File: src/rtl/forward_hazard_unit.sv
// Operand forwarding select and load-use stall control for the ID/EX boundary.
// For each source channel it picks the nearest in-flight producer (EX, MEM, WB)
// and registers that choice as the EX-stage mux select. It detects a load in
// EX feeding an ID operand and stalls for LOAD_STALL cycles. It also counts
// issued stall cycles in a saturating counter.
module forward_hazard_unit #(
    parameter int unsigned NUM_SRC    = 3,
    parameter int unsigned LOAD_STALL = 1,
    parameter int unsigned CNT_W      = 16
) (
    input  logic                 clk,
    input  logic                 rst_n,
    input  logic [5*NUM_SRC-1:0] src_id,
    input  logic [NUM_SRC-1:0]   src_used_id,
    input  logic [4:0]           rd_ex,
    input  logic [4:0]           rd_mem,
    input  logic [4:0]           rd_wb,
    input  logic                 rf_le_ex,
    input  logic                 rf_le_mem,
    input  logic                 rf_le_wb,
    input  logic                 load_ex,
    input  logic                 pipe_hold,
    input  logic                 flush,
    output logic [2*NUM_SRC-1:0] fwd_sel,
    output logic                 stall_id,
    output logic                 bubble_ex,
    output logic [CNT_W-1:0]     stall_cnt
);

    localparam int unsigned SEL_W = 2 * NUM_SRC;
    // Value of scnt on the last STALL-state cycle; STALL lasts LOAD_STALL-1 cycles.
    localparam int unsigned STALL_LAST = (LOAD_STALL > 2) ? (LOAD_STALL - 2) : 0;

    localparam logic [1:0] SEL_IDEX = 2'b00;
    localparam logic [1:0] SEL_MEM  = 2'b01;
    localparam logic [1:0] SEL_WB   = 2'b10;
    localparam logic [1:0] SEL_WB1  = 2'b11;

    typedef enum logic {
        RUN   = 1'b0,
        STALL = 1'b1
    } state_t;

    state_t           state, state_nxt;
    logic             scnt, scnt_nxt;
    logic [SEL_W-1:0] fwd_sel_nxt;
    logic [CNT_W-1:0] stall_cnt_nxt;

    logic [NUM_SRC-1:0] match_ex;
    logic [NUM_SRC-1:0] match_mem;
    logic [NUM_SRC-1:0] match_wb;
    logic [SEL_W-1:0]   sel_nxt;
    logic               hazard;
    logic               stall_req;

    // Per-channel producer matching; register 0 and unused channels never match.
    always_comb begin
        match_ex  = '0;
        match_mem = '0;
        match_wb  = '0;
        for (int i = 0; i < int'(NUM_SRC); i++) begin
            match_ex[i]  = src_used_id[i] && rf_le_ex  && (rd_ex  != 5'd0)
                           && (rd_ex  == src_id[5*i +: 5]);
            match_mem[i] = src_used_id[i] && rf_le_mem && (rd_mem != 5'd0)
                           && (rd_mem == src_id[5*i +: 5]);
            match_wb[i]  = src_used_id[i] && rf_le_wb  && (rd_wb  != 5'd0)
                           && (rd_wb  == src_id[5*i +: 5]);
        end
    end

    // Nearest-stage-wins select per channel.
    always_comb begin
        sel_nxt = '0;
        for (int i = 0; i < int'(NUM_SRC); i++) begin
            if (match_ex[i]) begin
                sel_nxt[2*i +: 2] = SEL_MEM;
            end else if (match_mem[i]) begin
                sel_nxt[2*i +: 2] = SEL_WB;
            end else if (match_wb[i]) begin
                sel_nxt[2*i +: 2] = SEL_WB1;
            end else begin
                sel_nxt[2*i +: 2] = SEL_IDEX;
            end
        end
    end

    assign hazard = load_ex && (|match_ex);

    // Next-state, stall request and register updates; flush beats hold beats hazard.
    always_comb begin
        state_nxt     = state;
        scnt_nxt      = scnt;
        fwd_sel_nxt   = fwd_sel;
        stall_cnt_nxt = stall_cnt;
        stall_req     = 1'b0;

        if (flush) begin
            state_nxt   = RUN;
            scnt_nxt    = 1'b0;
            fwd_sel_nxt = '0;
        end else if (pipe_hold) begin
            state_nxt   = state;
        end else if (state == STALL) begin
            stall_req   = 1'b1;
            fwd_sel_nxt = '0;
            if (scnt == 1'(STALL_LAST)) begin
                state_nxt = RUN;
                scnt_nxt  = 1'b0;
            end else begin
                scnt_nxt  = scnt + 1'b1;
            end
        end else if (hazard) begin
            stall_req   = 1'b1;
            fwd_sel_nxt = '0;
            if (LOAD_STALL >= 2) begin
                state_nxt = STALL;
                scnt_nxt  = 1'b0;
            end
        end else begin
            fwd_sel_nxt = sel_nxt;
        end

        if (stall_req && (stall_cnt != '1)) begin
            stall_cnt_nxt = stall_cnt + CNT_W'(1);
        end
    end

    // Stall outputs are forced low while reset is asserted.
    assign stall_id  = stall_req & rst_n;
    assign bubble_ex = stall_req & rst_n;

    // State, select and statistics registers.
    always_ff @(posedge clk or negedge rst_n) begin
        if (!rst_n) begin
            state     <= RUN;
            scnt      <= 1'b0;
            fwd_sel   <= '0;
            stall_cnt <= '0;
        end else begin
            state     <= state_nxt;
            scnt      <= scnt_nxt;
            fwd_sel   <= fwd_sel_nxt;
            stall_cnt <= stall_cnt_nxt;
        end
    end

endmodule

File: config.mk
export PLATFORM = sky130hd
export DESIGN_NAME = forward_hazard_unit
export DESIGN_NICKNAME = d
export VERILOG_FILES = /design/src/rtl/forward_hazard_unit.sv
export SDC_FILE = /design/constraint.sdc
export NUM_CORES = 1
export LEC_CHECK = 0
export CAP_MARGIN = 30
export CORE_ASPECT_RATIO = 0.5
export CORE_UTILIZATION = 45
export CTS_BUF_LIST = sky130_fd_sc_hd__clkbuf_8 sky130_fd_sc_hd__clkbuf_16
export DETAILED_ROUTE_END_ITERATION = 16
export PLACE_DENSITY = 0.82
export SYNTH_ARGS = -nofsm -noshare
export SYNTH_HDL_FRONTEND = slang
export SYNTH_SLANG_ARGS = --single-unit
export TNS_END_PERCENT = 10
File: constraint.sdc
create_clock -name clk -period 12.25 [get_ports clk]
set_input_delay 3.675 -clock clk [delete_from_list [all_inputs] [get_ports clk]]
set_output_delay 3.675 -clock clk [all_outputs]
set_load 0.02 [all_outputs]
# After elaboration in Yosys (flattened, before gate mapping)
# Index checks and enable logic that the tools add are counted.
[word_totals]
ff_bits = 24
latch_bits = 0
mem_bits_rw = 0
romBits = 0
input_bits = 41
out_inout_bits = 24
elab_cells = 78
n_memories = 0
[classes]
n_addsub = 2
n_mul = 0
div_mod_pow = 0
magnitude_cmp = 0
eq_ne = 11
shifts = 0
mux = 25
n_bitwise = 1
reduce_logical = 35
[op_table]
columns = ["op", "n"]
rows = [
  ["$eq A5 B5 Y1", 9],
  ["$logic_and A1 B1 Y1", 29],
  ["$mux W6", 4],
  ["$mux W2", 9],
  ["$add A16 B1 Y16 const B", 1],
  ["$ne A16 B16 Y1 const B", 1],
  ["$reduce_bool A5 Y1", 3],
  ["$mux W1", 12],
  ["$reduce_or A3 Y1", 1],
  ["$ne A2 B1 Y1 const B", 1],
  ["$reduce_and A2 Y1", 1],
  ["$reduce_bool A2 Y1", 1],
  ["$add A1 B1 Y1 const B", 1],
  ["$and A1 B1 Y1", 1],
]

# Logic depth before layout (Yosys ltp)
[logic_depth]
word_depth = 10
depth_mapped = 7
ltp_nobuf = 7

# Worst setup path before layout
# Ideal clock, no wire load.
[synth_path]
kind = "in2out"
start = "input rd_ex[0]"
end = "output stall_id"
t_arrival_ns = 5.478
required_time_ns = 8.575
slack_ns = 3.097
stages = 7
n_path_buf = 2
path_cell_list = "or4_1 > o21a_1 > and4_1 > buf_6 > o31ai_4 > nor2_1 > buf_4"
[synth_via]
elab_chain_len = 10
word_cells_on_any_way = 17
cone_classes = "3 x eq/ne; 4 x mux; 1 x bitwise; 9 x reduce/logical"
[synth_rtl]
columns = ["element", "line_no", "rtl"]
rows = [
  ["start, declared", "15", "input logic [4:0] rd_ex,"],
  ["$reduce_bool A5 Y1", "62", "match_ex[i] = src_used_id[i] && rf_le_ex && (rd_ex != 5'd0)"],
  ["$logic_and A1 B1 Y1", "62", ""],
  ["$logic_and A1 B1 Y1", "63", "&& (rd_ex == src_id[5*i +: 5]);"],
  ["$reduce_or A3 Y1 *", "87", "assign hazard = load_ex && (|match_ex);"],
  ["$logic_and A1 B1 Y1 *", "87", ""],
  ["$mux W1 *", "112", "end else if (hazard) begin"],
  ["$mux W1 *", "103", "end else if (state == STALL) begin"],
  ["$mux W1 *", "101", "end else if (pipe_hold) begin"],
  ["$mux W1 *", "97", "if (flush) begin"],
  ["$and A1 B1 Y1 *", "--", ""],
  ["end, declared", "25", "output logic stall_id,"],
]
# Mark *: on every way between the ends. The rest lies on a longest branch, timed or not.

# Worst setup path after layout
[layout_path]
start = "input rd_ex[0]"
end = "output stall_id"
[layout_via]
elab_chain_len = 10
word_cells_on_any_way = 17
cone_classes = "3 x eq/ne; 4 x mux; 1 x bitwise; 9 x reduce/logical"
[layout_rtl]
columns = ["element", "line_no", "rtl"]
rows = [
  ["$reduce_bool A5 Y1", "62", ""],
  ["$logic_and A1 B1 Y1", "62", ""],
  ["$logic_and A1 B1 Y1", "63", ""],
  ["$reduce_or A3 Y1 *", "87", ""],
  ["$logic_and A1 B1 Y1 *", "87", ""],
  ["$mux W1 *", "112", ""],
  ["$mux W1 *", "103", ""],
  ["$mux W1 *", "101", ""],
  ["$mux W1 *", "97", ""],
  ["$and A1 B1 Y1 *", "129", "assign stall_id = stall_req & rst_n;"],
]
# Marks and branches as above.

==> results.tsv <==
stage	metric	value	unit
outcome	run_status	finished clean	
finish	final_nets	290	
cts	clock_latency	0.26	ns
floorplanning	die-area	0.00396	sq mm
logic_synthesis	synth_area_leaders	dfrtp_1, xor2_1, xnor2_1	
sta	tns	0	ns
power	power	0.000161	W
cts	clock-sinks	22	
finish	final_common_cell	clkdlybuf4s50_1	
route	wirelength	4.35	mm
logic_synthesis	ys_ff_latch	22	
finish	diodes	0	
cts	clk_pin_slew_worst_paths	0.08	ns
power	ir_worst_vdd	0.0000459	V
power	leakagePower	0.957	nW
cts	cts_setup_buffers	0	
floorplanning	rows	15	
grt	grt_overflow_total	0	
setup_path	crit_fanout	9	
logic_synthesis	yosys.area.top_type_share	33.1	%
finish	final_cell_mix	clkdlybuf4s50_1, xor2_1, xnor2_1	
cts	holdBufCountCts	0	
sta	holdWs	0.499	ns
sta	period_minus_slack	10.07	ns
floorplanning	die_w	88.0	microns
sta	slew_headroom	66.6	%
logic_synthesis	synth_cell_types	30	
setup_path	required	8.57	ns
route	drc	0	
grt	track_usage	23.5	%
job	drv_cap	0	
setup_path	path_common_cell	clkdlybuf4s50_1	
setup_path	worstPathCellList	clkdlybuf4s50_1 > or4_1 > o21a_1 > and4_1 > o31ai_4 > nor2_1 > clkdlybuf4s50_1	
logic_synthesis	yosys_warnings	0	
power	p_per_area	67.5	mW/mm^2
sta	setup_ws	2.18	ns
placement	place_congestion	1.00	
route	wl_per_cell	14.6	microns
cts	cts_max_path_buffers	2	
route	drt-initial-drc-count	63	
sta	finalHoldViolCount	0	
floorplanning	core_area	0.00349	sq mm
logic_synthesis	syn_nets	224	
logic_synthesis	synth_top_cell_by_area	dfrtp_1	
cts	cts-htree-levels	1	
finish	area_delta_synth_final	43.6	%
route	dr.pass1.iters	4	
sta	tightest_slew	0.498	ns
cts	cts_tree	yes	
sta	final_max_slew_viol_count	0	
route	num_vias	1568	
cts	cts_made_buffers	3	
setup_path	crit_type	primary input to primary output	
sta	rsz0062_at_grt	no	
floorplanning	fp.dieH	45.0	microns
placement	preCtsSetupSlack	2.17	ns
sta	post-route-period-util	82.2	%
placement	numPortBuffers	64	
cts	clockRootBuffer	clkbuf_8	
grt	antenna_found_initial	0	
logic_synthesis	syn-cell-area	0.00167	sq mm
setup_path	cp-end-kind	primary output	
sta	fmax	99.3	MHz
hold_path	hold_path_class	flop to flop	
cts	cts_resized	0	
grt	grt_max_degree	24	
finish	nFillCells	277	
setup_path	worstSetupStartpointType	primary input	
placement	hpwl	3.62	mm
logic_synthesis	synth.avg_cell_area	9.15	sq um
finish	fin_util	68.5	%
grt	grt_pass1_vias	1544	
setup_path	slowest_stage	clkdlybuf4s50_1	
grt	grt_pass1_wl	7.13	mm
setup_path	max_stage_delay	0.56	ns
finish	final_layout_size_suffix_gt1_share	4.07	%
sta	clock-skew-final	0.00570	ns
sta	finalSetupViolCount	0	
logic_synthesis	seq_area_frac_synth	33.1	%
logic_synthesis	syn_inst	182	
floorplanning	start_util	47.7	%
route	vias_per_cell	5.28	
setup_path	cp.arrival	6.40	ns
route	ant_nets	0	
floorplanning	boundaryPins	65	
## flip-flops by register name, indices dropped and copies added (netlist names)
register / flops
stall_cnt: 16
fwd_sel: 6
## synth_stat cells, drive strengths merged
cell,instances
a21oi,4
and3,1
and4,3
buf,3
clkbuf,1
dfrtp,22
ha,1
inv,4
mux2,1
nand2,20
nand2b,2
nand3,5
nand4,8
nor2,7
nor2b,3
nor3,9
nor4,11
nor4b,1
o21a,2
o21ai,6
o31a,1
o31ai,3
or4,3
or4b,1
xnor2,23
xor2,37
## path summary, 6_finish.rpt
path | startpoint | endpoint | slack [ns] | cells past startpoint
setup / recovery | rd_ex[0] | stall_id | 2.18 | 7
hold / removal | stall_cnt[15]$_DFFE_PN0P_ | stall_cnt[15]$_DFFE_PN0P_ | 0.50 | 1
setup reg to reg | stall_cnt[0]$_DFFE_PN0P_ | stall_cnt[15]$_DFFE_PN0P_ | 10.12 | 7
hold reg to reg | stall_cnt[15]$_DFFE_PN0P_ | stall_cnt[15]$_DFFE_PN0P_ | 0.50 | 1
max in group asynchronous | rst_n | fwd_sel[5]$_DFFE_PN0P_ | 8.27 | 2
min in group asynchronous | rst_n | stall_cnt[4]$_DFFE_PN0P_ | 3.75 | 2
## per-layer routing
metal  vias up  wire (microns)  global-route usage [%]
li1        763               -                       -
met1       729            2150                    33.8
met2        66            1900                    37.8
met3        10             217                    2.01
met4         0              84                    8.06
met5         -               0                       0
## where the power goes
part           total [W]  internal, W  leakage [nW]  switching, W
logic          0.0000428    0.0000227         0.645     0.0000201
registers      0.0000748    0.0000735         0.291    0.00000124
clock network  0.0000439    0.0000219        0.0216     0.0000220
## area by class of cell
cell class | count | area [sq um] | share of cell area (%)
Sequential cell | 22 | 551 | 23.0
Timing Repair Buffer | 65 | 648 | 27.1
Clock buffer | 3 | 41.3 | 1.73
Tap cell | 51 | 63.8 | 2.67
Multi-Input combinational cell | 152 | 1070 | 44.8
Inverter | 4 | 15.0 | 0.628
## logic make-up after synthesis
kind of cell / count (synthesis) / share of synthesized area [%]
xor+xnor: 60 / 31.6
flops: 22 / 33.1
mux: 1 / 0.676
buf+inv: 8 / 2.55
compound gates: 16 / 7.21
fa+ha+maj: 1 / 0.751
simple gates: 74 / 24.2
## stage by stage
step	cells	area [sq um]
after floorplan	182	1670
after global placement	294	2350
after detailed placement	294	2350
after CTS	297	2390
after global routing	297	2390
final	297	2390
## worst max-delay path, delay by kind of cell
kind,cells,cell delay [ns]
buffers and inverters,2,1.06
AO/OA/AOI/OAI,2,0.72
AND/OR/NAND/NOR,3,0.94
No activity file was read; power rests on OpenSTA's default activity.
